**src/rtl/mips_pkg.sv**
```systemverilog
// Shared MIPS definitions: opcode encodings, the default target memory
// width and the program-loader state type.
package mips_pkg;

    localparam int unsigned DEF_ADDR_W = 10;

    // Opcode field (bits 31:26) of the pipeline's instruction set.
    localparam logic [5:0] OP_ADD  = 6'b000000;
    localparam logic [5:0] OP_SUB  = 6'b000001;
    localparam logic [5:0] OP_AND  = 6'b000010;
    localparam logic [5:0] OP_OR   = 6'b000011;
    localparam logic [5:0] OP_SLT  = 6'b000100;
    localparam logic [5:0] OP_MUL  = 6'b000101;
    localparam logic [5:0] OP_LW   = 6'b001000;
    localparam logic [5:0] OP_SW   = 6'b001001;
    localparam logic [5:0] OP_ADDI = 6'b001010;
    localparam logic [5:0] OP_SUBI = 6'b001011;
    localparam logic [5:0] OP_HLT  = 6'b111111;

    localparam logic [31:0] HALT_WORD_DEF = {OP_HLT, 26'b0};

    typedef enum logic [2:0] {
        LD_IDLE,
        LD_RECV,
        LD_WRITE,
        LD_START,
        LD_DONE
    } ld_state_t;

endpackage

```
**src/rtl/byte_to_word_packer.sv**
```systemverilog
// Assembles big-endian 32-bit words from a byte stream.
//   clk1, rst     : clock, async active-high reset
//   clr           : restart word assembly at byte 0
//   byte_en       : a byte is transferred this cycle
//   byte_data     : the byte (first byte of a word lands in bits 31:24)
//   word_done     : this transfer completes a word (combinational)
//   word          : last completed word, held until the next one completes
//   word_valid    : one-cycle pulse in the cycle after a word completes
module byte_to_word_packer (
    input  logic        clk1,
    input  logic        rst,
    input  logic        clr,
    input  logic        byte_en,
    input  logic [7:0]  byte_data,
    output logic        word_done,
    output logic [31:0] word,
    output logic        word_valid
);

    logic [23:0] part_q;
    logic [1:0]  idx_q;
    logic [31:0] word_q;
    logic        valid_q;

    assign word_done  = byte_en && (idx_q == 2'd3);
    assign word       = word_q;
    assign word_valid = valid_q;

    // Partial bytes live apart from word_q so the completed word stays
    // stable while the next one is being received.
    always_ff @(posedge clk1 or posedge rst) begin
        if (rst) begin
            part_q  <= '0;
            idx_q   <= '0;
            word_q  <= '0;
            valid_q <= 1'b0;
        end else begin
            valid_q <= word_done;
            if (clr) begin
                idx_q <= '0;
            end else if (byte_en) begin
                idx_q  <= idx_q + 2'd1;
                part_q <= {part_q[15:0], byte_data};
                if (idx_q == 2'd3) begin
                    word_q <= {part_q, byte_data};
                end
            end
        end
    end

endmodule

```
**src/rtl/mips_prog_loader.sv**
```systemverilog
// Boot loader: streams a program image byte-wise into the core's memory
// write port, then releases the core to run from PC=0.
//   clk1, rst                 : phase-1 clock, async active-high reset
//   load_req                  : start a load (honoured in IDLE or DONE)
//   in_valid/in_data/in_ready : byte link, transfer = in_valid & in_ready
//   mem_we/mem_addr/mem_wdata : word write port of the target memory
//   cpu_hold, cpu_start       : core halt level and one-cycle start pulse
//   busy, done, err_overflow  : load status (overflow sticky until load_req)
//   word_count                : words written in the current/last load
module mips_prog_loader
    import mips_pkg::*;
#(
    parameter int unsigned ADDR_W    = DEF_ADDR_W,
    parameter logic [31:0] HALT_WORD = HALT_WORD_DEF
) (
    input  logic              clk1,
    input  logic              rst,
    input  logic              load_req,
    input  logic              in_valid,
    input  logic [7:0]        in_data,
    output logic              in_ready,
    output logic              mem_we,
    output logic [ADDR_W-1:0] mem_addr,
    output logic [31:0]       mem_wdata,
    output logic              cpu_hold,
    output logic              cpu_start,
    output logic              busy,
    output logic              done,
    output logic              err_overflow,
    output logic [ADDR_W:0]   word_count
);

    ld_state_t         state_q, state_d;
    logic [ADDR_W-1:0] addr_q, addr_d;
    logic [ADDR_W:0]   cnt_q, cnt_d;
    logic              err_q, err_d;

    logic        start_load;
    logic        xfer;
    logic        word_done;
    logic [31:0] word;
    logic        word_valid;

    assign start_load = load_req && ((state_q == LD_IDLE) || (state_q == LD_DONE));
    assign xfer       = in_valid && in_ready;

    byte_to_word_packer u_packer (
        .clk1       (clk1),
        .rst        (rst),
        .clr        (start_load),
        .byte_en    (xfer),
        .byte_data  (in_data),
        .word_done  (word_done),
        .word       (word),
        .word_valid (word_valid)
    );

    // State register
    always_ff @(posedge clk1 or posedge rst) begin
        if (rst) begin
            state_q <= LD_IDLE;
        end else begin
            state_q <= state_d;
        end
    end

    // Next-state logic
    always_comb begin
        state_d = state_q;
        case (state_q)
            LD_IDLE, LD_DONE: if (load_req) state_d = LD_RECV;
            LD_RECV:          if (word_done) state_d = LD_WRITE;
            LD_WRITE: begin
                if (word == HALT_WORD)  state_d = LD_START;
                else if (addr_q == '1)  state_d = LD_DONE;
                else                    state_d = LD_RECV;
            end
            LD_START:         state_d = LD_DONE;
            default:          state_d = LD_IDLE;
        endcase
    end

    // Outputs (Moore)
    always_comb begin
        in_ready  = (state_q == LD_RECV);
        mem_we    = (state_q == LD_WRITE) && word_valid;
        busy      = (state_q == LD_RECV) || (state_q == LD_WRITE);
        done      = (state_q == LD_DONE);
        cpu_start = (state_q == LD_START);
        // Core runs from the START cycle on, unless the load overflowed.
        cpu_hold  = !((state_q == LD_START) || ((state_q == LD_DONE) && !err_q));
    end

    // Address, word counter and overflow flag
    always_comb begin
        addr_d = addr_q;
        cnt_d  = cnt_q;
        err_d  = err_q;
        if (start_load) begin
            addr_d = '0;
            cnt_d  = '0;
            err_d  = 1'b0;
        end else if (state_q == LD_WRITE) begin
            cnt_d = cnt_q + 1'b1;
            if (word != HALT_WORD) begin
                if (addr_q == '1) err_d  = 1'b1;
                else              addr_d = addr_q + 1'b1;
            end
        end
    end

    always_ff @(posedge clk1 or posedge rst) begin
        if (rst) begin
            addr_q <= '0;
            cnt_q  <= '0;
            err_q  <= 1'b0;
        end else begin
            addr_q <= addr_d;
            cnt_q  <= cnt_d;
            err_q  <= err_d;
        end
    end

    assign mem_addr     = addr_q;
    assign mem_wdata    = word;
    assign err_overflow = err_q;
    assign word_count   = cnt_q;

endmodule

```
**config.mk**
```make
export PLATFORM = sky130hd
export DESIGN_NAME = mips_prog_loader
export DESIGN_NICKNAME = d
export VERILOG_FILES = /design/src/rtl/mips_pkg.sv /design/src/rtl/byte_to_word_packer.sv /design/src/rtl/mips_prog_loader.sv
export SDC_FILE = /design/constraint.sdc
export NUM_CORES = 1
export LEC_CHECK = 0
export BUFFER_PORTS_ARGS = -buffer_cell sky130_fd_sc_hd__buf_2
export CAP_MARGIN = 20
export CELL_PAD_IN_SITES_DETAIL_PLACEMENT = 1
export CELL_PAD_IN_SITES_GLOBAL_PLACEMENT = 2
export CORE_ASPECT_RATIO = 2
export CORE_UTILIZATION = 41
export CTS_BUF_LIST = sky130_fd_sc_hd__clkbuf_8
export DETAILED_ROUTE_END_ITERATION = 7
export PLACE_DENSITY = 0.88
export SLEW_MARGIN = 20
export SYNTH_ARGS = -nofsm -noshare
export SYNTH_HDL_FRONTEND = slang
export SYNTH_SLANG_ARGS = --single-unit
```
**constraint.sdc**
```tcl
create_clock -name clk1 -period 7.45 [get_ports clk1]
set_input_delay 0.745 -clock clk1 [delete_from_list [all_inputs] [get_ports clk1]]
set_output_delay 0.745 -clock clk1 [all_outputs]
set_load 0.02 [all_outputs]
```
==> results of run 1 <==
==> where the power goes <==
| group | leakage [nW] | internal [W] | total, W | switching, W |
|---|---|---|---|---|
| combinational | 0.826 | 0.000247 | 0.000533 | 0.000286 |
| sequential | 1.06 | 0.000624 | 0.000762 | 0.000138 |
| clock | 0.126 | 0.000219 | 0.000380 | 0.000161 |
| total | 2.01 | 0.00109 | 0.00168 | 0.000585 |
==> sequential cells by signal (all words and copies together), names as in the netlist <==
name                 count
word_count              11
u_packer.part_q         24
u_packer.idx_q           2
err_overflow             1
u_packer.word_valid      1
state_q                  3
mem_addr                10
u_packer.word           32
==> metrics by stage <==
| step | instances | setup WS, ns | utilization | cell area, sq um | hold slack [ns] |
|---|---|---|---|---|---|
| detailed placement | 434 | 4.86 | 0.481 | 3990 | 0.493 |
| finish | 450 | 4.85 | 0.509 | 4220 | 0.507 |
| floorplan | 272 | 4.54 | - | 3540 | 0.467 |
| CTS | 450 | 4.85 | 0.509 | 4220 | 0.512 |
| global route | 450 | 4.65 | 0.509 | 4220 | 0.527 |
| global placement | 434 | 4.96 | 0.481 | 3990 | 0.482 |
==> worst paths after layout <==
path	slack, ns	startpoint	to
min in group asynchronous	0.58	rst	mem_addr[0]$_DFFE_PP0P_
worst min register to register	0.51	u_packer.part_q[19]$_DFFE_PP0P_	u_packer.word[27]$_DFFE_PP0P_
worst max register to register	4.85	state_q[2]$_DFFE_PP0P_	u_packer.word[26]$_DFFE_PP0P_
worst max-delay path	4.85	state_q[2]$_DFFE_PP0P_	u_packer.word[26]$_DFFE_PP0P_
max in group asynchronous	6.34	rst	u_packer.word[14]$_DFFE_PP0P_
worst min-delay path	0.51	u_packer.part_q[19]$_DFFE_PP0P_	u_packer.word[27]$_DFFE_PP0P_
==> routing by layer <==
metal | up-vias | wire length [microns] | GRT usage
li1 | 1126 | - | -
met1 | 1219 | 3090 | 0.230
met2 | 59 | 4340 | 0.333
met3 | 13 | 290 | 0.0497
met4 | 0 | 160 | 0.0827
met5 | - | 0 | 0
==> cell usage after synthesis (3+ instances only) <==
| master | number | share of area |
|---|---|---|
| sky130_fd_sc_hd__buf_2 | 4 | 0.0057 |
| sky130_fd_sc_hd__nand3_1 | 11 | 0.016 |
| sky130_fd_sc_hd__dfrtp_1 | 84 | 0.59 |
| sky130_fd_sc_hd__inv_1 | 11 | 0.012 |
| sky130_fd_sc_hd__o21ai_0 | 6 | 0.0085 |
| sky130_fd_sc_hd__nand4_1 | 5 | 0.0088 |
| sky130_fd_sc_hd__mux2_2 | 56 | 0.18 |
| sky130_fd_sc_hd__nor2_1 | 15 | 0.016 |
| sky130_fd_sc_hd__o211ai_1 | 5 | 0.011 |
| sky130_fd_sc_hd__xor2_1 | 4 | 0.0099 |
| sky130_fd_sc_hd__nand2_1 | 11 | 0.012 |
| sky130_fd_sc_hd__xnor2_1 | 5 | 0.012 |
| sky130_fd_sc_hd__nor4_1 | 5 | 0.0088 |
| sky130_fd_sc_hd__or4_1 | 4 | 0.0085 |
| sky130_fd_sc_hd__ha_1 | 3 | 0.011 |
| sky130_fd_sc_hd__clkbuf_1 | 3 | 0.0032 |
| sky130_fd_sc_hd__a21oi_1 | 6 | 0.0085 |
| sky130_fd_sc_hd__and2_1 | 3 | 0.0053 |
| sky130_fd_sc_hd__o31ai_1 | 7 | 0.015 |
==> worst max-delay path, delay by kind of cell, from the launching register on <==
family / cells / cell delay (ns)
flip-flops: 1 / 0.47
multiplexers: 1 / 0.48
AND/OR/NAND/NOR: 3 / 1.52
==> final cells by class <==
type,count,area share
sequential,84,0.498
tap,98,0.0291
clock inverter,7,0.0255
timing repair buffer,73,0.0886
multi-input combinational,168,0.319
inverter,11,0.0101
clock buffer,9,0.0294
==> cells by family after synthesis <==
kind of cell    count (synthesis)  synth area share
fa+ha+maj                       3            0.0106
compound gates                 28            0.0520
xor+xnor                        9            0.0223
simple gates                   71             0.115
mux                            57             0.181
flops                          84             0.594
buf+inv                        20            0.0248
==> impl_results.md, run 1 <==
- Port Buffers: 71
- Flip-flop and latch area: 0.00210 sq mm
- RSZ-0062 raised after global routing: no
- Post-CTS Setup Repair Bufs: 0
- Total Power: 0.00168 W
- Area grow syn2layout: 19.3%
- Max-slew violation total from the final report: 0
- Clock root cell: sky130_fd_sc_hd__clkbuf_8
- Residual antenna-violating net count after detailed routing: 0
- Setup violations, final: 0
- CTS tree: done
- Antenna cells: 0
- H-tree depth reported by CTS: 3
- Cells on worst reg2reg path: 4
- # resized after CTS: 0
- All-layer global routing usage: 0.198
- Most frequent cells in the layout: sky130_fd_sc_hd__dfrtp_1 (84), sky130_fd_sc_hd__buf_2 (71), sky130_fd_sc_hd__mux2_2 (56), sky130_fd_sc_hd__nor2_1 (15), sky130_fd_sc_hd__inv_1 (12)
- Post-Syn Area: 0.00354 sq mm
- Critical Path Sink Type: flip-flop
- Gate count of the mapped netlist: 272
- Max Buffers Root-to-Sink: 2
- Worst Path Max Fanout: 35
- Worst path arrival time: 2.84 ns
- Critical path startpoint category: flip-flop
- Last weighted congestion value of the routability-driven placer: 0.764
- Global-route wire length before repair: 13000 microns
- Initial standard-cell utilization of the core: 0.427
- Clock tree sinks: 84
- Site Rows: 47
- Count of warnings emitted by yosys: 0
- Fmax: 385 MHz
- Vias per cell: 5.37
- Unique masters post-synth: 37
- Die width: 67.7 microns
- Average footprint of a synthesized cell: 13.0 sq um
- Routed wirelength normalized by instance count: 17.5 microns
- Sequential-to-total area share from yosys stat: 0.594
- Time the final worst path needs with I/O delays and setup: 2.60 ns
- Initial antenna violation count: 0
- Post-detailed-placement half-perimeter wirelength: 5630 microns
- Area of the core region: 0.00829 sq mm
- Slowest CP cell: sky130_fd_sc_hd__nand2_2
- Number of optimization iterations in the first detailed-route pass: 4
- Cell breakdown of the critical path: nor3b_2 -> and2_1 -> nand2_2 -> mux2_2
- Post-synthesis sequential element count: 84
- Number of nets in the synthesized netlist: 287
- IO Count: 72
- Clock-pin slew on the worst setup and hold paths: 0.08 ns
- Leakage: 2.01 nW
- Power density over the cells: 397 mW/mm^2
- Via count: 2417
- Number of clock buffers inserted by TritonCTS: 9
- Worst EP required: 7.69 ns
- Critical path class: flip-flop to flip-flop
- Aggregate global routing overflow: 0
- Maximum number of pins on one net before global-route repair: 85
- Layout cell share with drive strength beyond 1: 0.426
- Asr flop ratio synth: 1.00
- Min-delay worst type: flip-flop to flip-flop
- Slew at the pin closest to its max-slew limit: 0.853 ns
- Die height: 133 microns
- Remaining routing DRC violations: 0
- Number of filler cells placed in the layout: 899
- Number of endpoints with negative hold slack in the final report: 0
- Multi-input gate area: 0.00135 sq mm
- Critical Path Max Stage Delay: 0.59 ns
- Worst slew margin relative to its limit: 0.430
- Most common cell after layout, fill and taps aside: sky130_fd_sc_hd__dfrtp_1
- VDD IR max: 0.249 mV
- Nets: 362
- Number of synthesized flops with an enable pin: 0
- Total Die Area: 0.00902 sq mm
- Skew final: 0.00960 ns
- Outcome: completed
- Final period util: 0.349
- TNS Setup: 0 ns
- Worst-Skew Late Latency: 0.36 ns
- Max-capacitance violation count: 0
- Vias in the first global route: 2534
- Overall routed net length: 7880 microns
- Initial detailed-routing violation count: 75
- Post-synth top flop: sky130_fd_sc_hd__dfrtp_1
- Worst hold path cell count: 1
- Hold-fix buffers, CTS: 0
Power figures use the tool's default switching activity.
==> run 2: changes to the inputs <==
--- a/config.mk
+++ b/config.mk
@@ -10,10 +10,10 @@
 export CELL_PAD_IN_SITES_DETAIL_PLACEMENT = 1
 export CELL_PAD_IN_SITES_GLOBAL_PLACEMENT = 2
 export CORE_ASPECT_RATIO = 2
-export CORE_UTILIZATION = 41
+export CORE_UTILIZATION = 38
 export CTS_BUF_LIST = sky130_fd_sc_hd__clkbuf_8
 export DETAILED_ROUTE_END_ITERATION = 7
-export PLACE_DENSITY = 0.88
+export PLACE_DENSITY = 0.83
 export SLEW_MARGIN = 20
 export SYNTH_ARGS = -nofsm -noshare
 export SYNTH_HDL_FRONTEND = slang
==> constraint.sdc (replaced) <==
create_clock -name clk1 -period 2.5 [get_ports clk1]
set_input_delay 0.25 -clock clk1 [delete_from_list [all_inputs] [get_ports clk1]]
set_output_delay 0.25 -clock clk1 [all_outputs]
set_load 0.02 [all_outputs]
==> run 2 against run 1 <==
Against the previous run:
- maximum frequency is 25% higher
- sequential share of layout area decreased by 1.2 points
- non-clock buffer count up 9
- final area increased by 2.4%
- utilization decreased by 2.9 points
- largest power group unchanged
- register-to-register slack worse by 4.4 ns
==> impl_results.md, run 2 (synthesized netlist as in run 1, its figures left out) <==
- Source of the critical timing path: mem_addr[0]$_DFFE_PP0P_
- Largest register FFs: 32
- Max Buffers Root-to-Sink: 2
- Final period util: 0.832
- Worst slew margin relative to its limit: 0.523
- Vias per cell: 5.26
- Die height: 138 microns
- Maximum number of pins on one net before global-route repair: 43
- Via count: 2437
- Launching point of the worst reg2reg path: mem_addr[0]$_DFFE_PP0P_
- H-tree depth reported by CTS: 3
- Fraction of met3 tracks used by global routing: 0.0335
- Register-to-register setup slack: 0.42 ns
- Final standard cell utilization of the core: 0.480
- Area of the core region: 0.00901 sq mm
- Post-detailed-placement half-perimeter wirelength: 6140 microns
- RSZ-0062 raised after global routing: no
- Clock-pin slew on the worst setup and hold paths: 0.09 ns
- Met1 GRT Util: 0.194
- Area grow syn2layout: 22.2%
- Initial detailed-routing violation count: 98
- Placement-stage worst setup slack: 0.425 ns
- Max-capacitance violation count: 0
- Aggregate global routing overflow: 0
- Site Rows: 49
- TNS Setup: 0 ns
- Critical path class: flip-flop to flip-flop
- Power share of the sequential group: 0.444
- Leakage: 2.05 nW
- Global-route wire length before repair: 13400 microns
- Skew final: 0.0154 ns
- Sw power: 0.00177 W
- Number of standard cells in the final layout excluding fillers: 463
- Switching power share of the total: 0.347
- Clock share of power: 0.231
- Post-route design area: 0.00432 sq mm
- Layout cell share with drive strength beyond 1: 0.443
- Initial antenna violation count: 0
- Number of optimization iterations in the first detailed-route pass: 3
- Antenna cells: 0
- Critical register-to-register path endpoint: mem_addr[9]$_DFFE_PP0P_
- Number of clock buffers inserted by TritonCTS: 9
- Worst EP required: 2.74 ns
- Worst path arrival time: 2.32 ns
- Min-delay worst type: primary input to flip-flop
- Remaining routing DRC violations: 0
- Vias in the first global route: 2609
- Routed wirelength normalized by instance count: 17.7 microns
- Number of endpoints with negative hold slack in the final report: 0
- Total Die Area: 0.00972 sq mm
- Time the final worst path needs with I/O delays and setup: 2.08 ns
- Layer with the highest usage: met2
- Setup violations, final: 0
- Power density over the cells: 1180 mW/mm^2
- End of the critical path: mem_addr[9]$_DFFE_PP0P_
- Die width: 70.2 microns
- Clock root cell: sky130_fd_sc_hd__clkbuf_8
- Nets: 371
- Residual antenna-violating net count after detailed routing: 0
- Part of the power in combinational logic: 0.325
- Fmax: 481 MHz
- Cells on worst reg2reg path: 7
- CTS tree: done
- Port Buffers: 71
- IO Count: 72
- Internal Power: 0.00333 W
- Clock tree sinks: 84
- Slew at the pin closest to its max-slew limit: 0.715 ns
- Most frequent cells in the layout: sky130_fd_sc_hd__dfrtp_1 (84), sky130_fd_sc_hd__buf_2 (71), sky130_fd_sc_hd__mux2_2 (56), sky130_fd_sc_hd__nor2_1 (15)
- All-layer global routing usage: 0.177
- VDD IR max: 0.640 mV
- Outcome: completed
- Critical path startpoint category: flip-flop
- Overall routed net length: 8190 microns
- Count of placed standard cells including taps: 446
- Met2 track demand over resource: 0.327
- Number of filler cells placed in the layout: 959
- Worst-Skew Late Latency: 0.35 ns
- Last weighted congestion value of the routability-driven placer: 0.777
- Critical Path Sink Type: flip-flop
- Most common cell after layout, fill and taps aside: sky130_fd_sc_hd__dfrtp_1
- Worst Path Max Fanout: 20
- Setup ws final: 0.420 ns
- Placed instance area: 0.00406 sq mm
- Max-slew violation total from the final report: 0
- Initial standard-cell utilization of the core: 0.392
run 2: cell types whose count changed in the layout (fill, tap and decap cells not counted), sizes merged:
cell,before,now
inv,12,10
clkinvlp,0,1
buf,73,81
dlygate4sd3,0,1
clkbuf,9,10
run 2: final cells by class:
class / instances / area (sq um) / share of cell area
Inverter: 11 / 42.5 / 0.00984
Timing Repair Buffer: 82 / 453 / 0.105
Tap cell: 102 / 128 / 0.0295
Sequential cell: 84 / 2100 / 0.486
Clock inverter: 6 / 111 / 0.0258
Clock buffer: 10 / 138 / 0.0318
Multi-Input combinational cell: 168 / 1350 / 0.312
run 2: per-layer routing:
layer / up-vias / share of wire
met4: 0 / 0.015
met3: 9 / 0.031
li1: 1139 / -
met5: - / 0
met1: 1236 / 0.38
met2: 53 / 0.57
run 2: stage by stage:
step | hold slack [ns] | power (W)
final | 0.146 | 0.00510
after global routing | 0.134 | 0.00539
after CTS | 0.126 | 0.00519
after detailed placement | 0.383 | 0.00399
after global placement | 0.373 | 0.00390
after floorplan | 0.400 | 0.00331
run 2: power by group through the flow:
stage | clock [W] | combinational [W] | sequential (W)
2_1_floorplan | 0 | 0.000816 | 0.00250
3_3_place_gp | 0 | 0.00163 | 0.00227
3_5_place_dp | 0 | 0.00168 | 0.00231
4_1_cts | 0.00122 | 0.00169 | 0.00228
5_1_grt | 0.00126 | 0.00179 | 0.00233
6_report | 0.00118 | 0.00166 | 0.00227
run 2: worst min path at each step:
| stage | endpoint | cells after the start | startpoint |
|---|---|---|---|
| 3_3_place_gp | mem_addr[2]$_DFFE_PP0P_ | 2 | rst |
| 6_report | u_packer.word[2]$_DFFE_PP0P_ | 2 | in_data[2] |
| 4_1_cts | u_packer.word[2]$_DFFE_PP0P_ | 2 | in_data[2] |
| 2_1_floorplan | u_packer.word[1]$_DFFE_PP0P_ | 1 | in_data[1] |
| 3_5_place_dp | mem_addr[2]$_DFFE_PP0P_ | 2 | rst |
| 5_1_grt | u_packer.word[2]$_DFFE_PP0P_ | 2 | in_data[2] |
run 2: worst max-delay path: stages (launching register included):
cell                       delay [ns]
sky130_fd_sc_hd__dfrtp_1         0.45
sky130_fd_sc_hd__ha_1            0.26
sky130_fd_sc_hd__nand4_1         0.17
sky130_fd_sc_hd__or4_1           0.48
sky130_fd_sc_hd__o211ai_1        0.11
sky130_fd_sc_hd__buf_4           0.26
sky130_fd_sc_hd__nor4_1          0.08
sky130_fd_sc_hd__o21a_1          0.16
run 2: what timing repair did:
| action | in CTS | in global routing |
|---|---|---|
| hold endpoints to repair | 27 | 0 |
| setup buffers | 0 | 0 |
| resized for setup | 0 | 0 |
| hold buffers | 1 | 0 |
==> run 3: changes to the inputs <==
--- a/config.mk
+++ b/config.mk
@@ -5,15 +5,16 @@
 export SDC_FILE = /design/constraint.sdc
 export NUM_CORES = 1
 export LEC_CHECK = 0
+export ABC_AREA = 1
 export BUFFER_PORTS_ARGS = -buffer_cell sky130_fd_sc_hd__buf_2
 export CAP_MARGIN = 20
 export CELL_PAD_IN_SITES_DETAIL_PLACEMENT = 1
 export CELL_PAD_IN_SITES_GLOBAL_PLACEMENT = 2
 export CORE_ASPECT_RATIO = 2
-export CORE_UTILIZATION = 38
+export CORE_UTILIZATION = 33
 export CTS_BUF_LIST = sky130_fd_sc_hd__clkbuf_8
 export DETAILED_ROUTE_END_ITERATION = 7
-export PLACE_DENSITY = 0.83
+export PLACE_DENSITY = 0.82
 export SLEW_MARGIN = 20
 export SYNTH_ARGS = -nofsm -noshare
 export SYNTH_HDL_FRONTEND = slang
==> constraint.sdc (replaced) <==
create_clock -name clk1 -period 1.99 [get_ports clk1]
set_input_delay 0.199 -clock clk1 [delete_from_list [all_inputs] [get_ports clk1]]
set_output_delay 0.199 -clock clk1 [all_outputs]
set_load 0.02 [all_outputs]
==> run 3 against run 2 <==
Against the previous run:
- die area increased by 23%
- first-iteration DRC count down 38%
- largest power group unchanged
- final area is 7.3% higher
- largest cell class unchanged
==> impl_results.md, run 3 <==
- Total Die Area: 0.0120 sq mm
- Number of clock buffers inserted by TritonCTS: 9
- Clock-pin slew on the worst setup and hold paths: 0.09 ns
- Power share of the sequential group: 0.406
- Worst slew margin relative to its limit: 0.680
- Clock root cell: sky130_fd_sc_hd__clkbuf_8
- Maximum number of pins on one net before global-route repair: 85
- Min-delay worst type: primary input to flip-flop
- Post-synth top flop: sky130_fd_sc_hd__dfrtp_1
- Number of gates on the worst path with buffers counted: 6
- Slowest CP cell: sky130_fd_sc_hd__dfrtp_1
- H-tree depth reported by CTS: 3
- Worst EP required: 1.79 ns
- TNS Setup: 0 ns
- Critical register-to-register path endpoint: mem_addr[6]$_DFFE_PP0P_
- Source of the critical timing path: state_q[2]$_DFFE_PP0P_
- Number of optimization iterations in the first detailed-route pass: 4
- Fmax: 540 MHz
- Unique masters post-synth: 29
- Max Buffers Root-to-Sink: 2
- Area of the core region: 0.0113 sq mm
- Routed wirelength normalized by instance count: 15.1 microns
- Number of filler cells placed in the layout: 1416
- CTS tree: done
- Nets: 561
- RSZ-0062 raised after global routing: no
- Register-to-register setup slack: 0.25 ns
- Post-Syn Area: 0.00381 sq mm
- Gate count of the mapped netlist: 466
- Most common cell after layout, fill and taps aside: sky130_fd_sc_hd__nand2_1
- Worst Path Max Fanout: 7
- Most frequent cells in the layout: sky130_fd_sc_hd__nand2_1 (145), sky130_fd_sc_hd__dfrtp_1 (84), sky130_fd_sc_hd__buf_2 (71), sky130_fd_sc_hd__inv_1 (62), sky130_fd_sc_hd__o21ai_0 (48)
- Residual antenna-violating net count after detailed routing: 0
- Global-route wire length before repair: 17500 microns
- Clock share of power: 0.217
- Average footprint of a synthesized cell: 8.17 sq um
- Port Buffers: 71
- Last weighted congestion value of the routability-driven placer: 0.772
- Number of synthesized flops with an enable pin: 0
- Number of nets in the synthesized netlist: 481
- Area share of the largest cell type after synthesis: 0.552
- Outcome: completed
- Largest register FFs: 32
- VDD IR max: 0.617 mV
- Count of warnings emitted by yosys: 0
- Post-synthesis sequential element count: 84
- Site Rows: 55
- Internal Power: 0.00418 W
- Clock tree sinks: 84
- Max-capacitance violation count: 0
- Switching power share of the total: 0.420
- Area grow syn2layout: 21.8%
- Sequential-to-total area share from yosys stat: 0.552
- Vias in the first global route: 3556
- Initial standard-cell utilization of the core: 0.337
- Setup violations, final: 0
- Overall routed net length: 10500 microns
- Worst-Skew Late Latency: 0.37 ns
- Power density over the cells: 1550 mW/mm^2
- Cell breakdown of the critical path: inv_1 -> nand2_1 -> nor2_4 -> inv_1 -> nor2_1 -> buf_2
- Worst path arrival time: 1.65 ns
- Layout cell share with drive strength beyond 1: 0.207
- Initial antenna violation count: 0
- Post-detailed-placement half-perimeter wirelength: 7760 microns
- Die width: 77.9 microns
- Library cell with the highest instance count after synthesis: sky130_fd_sc_hd__nand2_1
- Buffers & Inverters on Critical Path: 3
- All-layer global routing usage: 0.190
- Aggregate global routing overflow: 0
- Final period util: 0.931
- End of the critical path: mem_we
- Time the final worst path needs with I/O delays and setup: 1.85 ns
- Leading post-synthesis cells by cell area: sky130_fd_sc_hd__dfrtp_1 (55%), sky130_fd_sc_hd__nand2_1 (14%), sky130_fd_sc_hd__o21ai_0 (6.3%)
- Critical path startpoint category: flip-flop
- Leakage: 2.48 nW
- Cell family with the largest share of critical-path delay: simple AND/OR/NAND/NOR gates
- Critical Path Sink Type: output port
- Initial detailed-routing violation count: 61
- Launching point of the worst reg2reg path: mem_addr[0]$_DFFE_PP0P_
- Skew final: 0.00593 ns
- Sw power: 0.00302 W
- Critical Path Max Stage Delay: 0.43 ns
- Cells on worst reg2reg path: 10
- Slew at the pin closest to its max-slew limit: 0.480 ns
- Commonest cells post-synth: sky130_fd_sc_hd__nand2_1 (145), sky130_fd_sc_hd__dfrtp_1 (84), sky130_fd_sc_hd__inv_1 (64), sky130_fd_sc_hd__o21ai_0 (48), sky130_fd_sc_hd__nor2_1 (39)
- IO Count: 72
- Max-slew violation total from the final report: 0
- Part of the power in combinational logic: 0.378
- Number of endpoints with negative hold slack in the final report: 0
- Asr flop ratio synth: 1.00
- Via count: 3269
- Cell type contributing the most total cell area after synthesis: sky130_fd_sc_hd__dfrtp_1
- Total Power: 0.00720 W
- Antenna cells: 0
- Die height: 154 microns
- Remaining routing DRC violations: 0
- Critical path class: flip-flop to output port
- Cell repeated most along the worst path: sky130_fd_sc_hd__inv_1
- Vias per cell: 4.72
[run 3: cell count changes in the layout (fill, tap and decap cells not counted), moves of 7 or more]
| cell | delta |
|---|---|
| sky130_fd_sc_hd__nand2_1 | +134 |
| sky130_fd_sc_hd__nand3_1 | +15 |
| sky130_fd_sc_hd__mux2_2 | -56 |
| sky130_fd_sc_hd__inv_1 | +52 |
| sky130_fd_sc_hd__o21ai_0 | +42 |
| sky130_fd_sc_hd__nor2_1 | +21 |
| sky130_fd_sc_hd__o31ai_1 | -7 |
[run 3: worst reg2reg max path, delay by kind of cell (launching register included)]
family / cells / cell delay [ns]
simple gates: 8 / 0.98
flops: 1 / 0.42
buf+inv: 1 / 0.05
fa+ha+maj: 1 / 0.19
[run 3: stage by stage]
step                instances  setup WS, ns  utilization  hold slack (ns)  cell area [sq um]
floorplan                 466         0.412            -            0.320               3810
global placement          671         0.211        0.382            0.359               4320
detailed placement        671         0.138        0.382            0.370               4320
CTS                       689         0.116        0.407           0.0700               4600
global route              693        0.0299        0.411           0.0980               4640
finish                    693         0.138        0.411           0.0734               4640
[run 3: worst min path at each step]
| stage | startpoint | depth (start not counted) | end |
|---|---|---|---|
| after floorplan | in_data[6] | 2 | u_packer.part_q[6]$_DFFE_PP0P_ |
| after global placement | rst | 3 | word_count[7]$_DFFE_PP0P_ |
| after detailed placement | rst | 3 | word_count[7]$_DFFE_PP0P_ |
| after CTS | in_data[6] | 3 | u_packer.word[6]$_DFFE_PP0P_ |
| after global routing | in_data[7] | 3 | u_packer.word[7]$_DFFE_PP0P_ |
| final | in_data[7] | 3 | u_packer.word[7]$_DFFE_PP0P_ |
[run 3: cells by family (layout without fill, tap and decap cells)]
| logic type | Yosys count | in the layout | synth area share |
|---|---|---|---|
| AO/OA/AOI/OAI | 65 | 65 | 0.0861 |
| XOR/XNOR | 5 | 5 | 0.0115 |
| adder cells (fa/ha/maj) | 3 | 3 | 0.00986 |
| buffers and inverters | 82 | 167 | 0.0904 |
| flip-flops | 84 | 84 | 0.552 |
| AND/OR/NAND/NOR | 227 | 227 | 0.250 |
[run 3: layout make-up]
cell class              instances  area [sq um]  share of cell area
repair buffers                 83           460              0.0993
inverters                      67           259              0.0559
well taps                     142           178              0.0383
flip-flops and latches         84          2100               0.453
repair inverters                1          7.51             0.00162
multi-input cells             300          1370               0.296
clock inverters                 5           106              0.0229
clock buffers                  11           151              0.0326
[run 3: power by group through the flow]
stage,registers [W],logic [W],clock network [W]
3_3_place_gp,0.00293,0.00262,0
3_5_place_dp,0.00297,0.00269,0
4_1_cts,0.00294,0.00273,0.00160
6_report,0.00292,0.00272,0.00156
2_1_floorplan,0.00332,0.00131,0
5_1_grt,0.00303,0.00306,0.00166
[run 3: repair_timing]
action	in CTS	in global routing
buffers inserted	1	3
hold endpoints to repair	82	0
setup endpoints to repair	2	8
resized for setup	1	5
pin swaps	1	0
hold buffers	1	0
gates cloned	0	1
[run 3: per-layer routing]
layer / wire (microns) / up-vias / GRT usage
li1: - / 1602 / -
met3: 252 / 16 / 0.0279
met1: 3740 / 1600 / 0.193
met4: 229 / 0 / 0.0714
met2: 6260 / 51 / 0.378
met5: 0 / - / 0
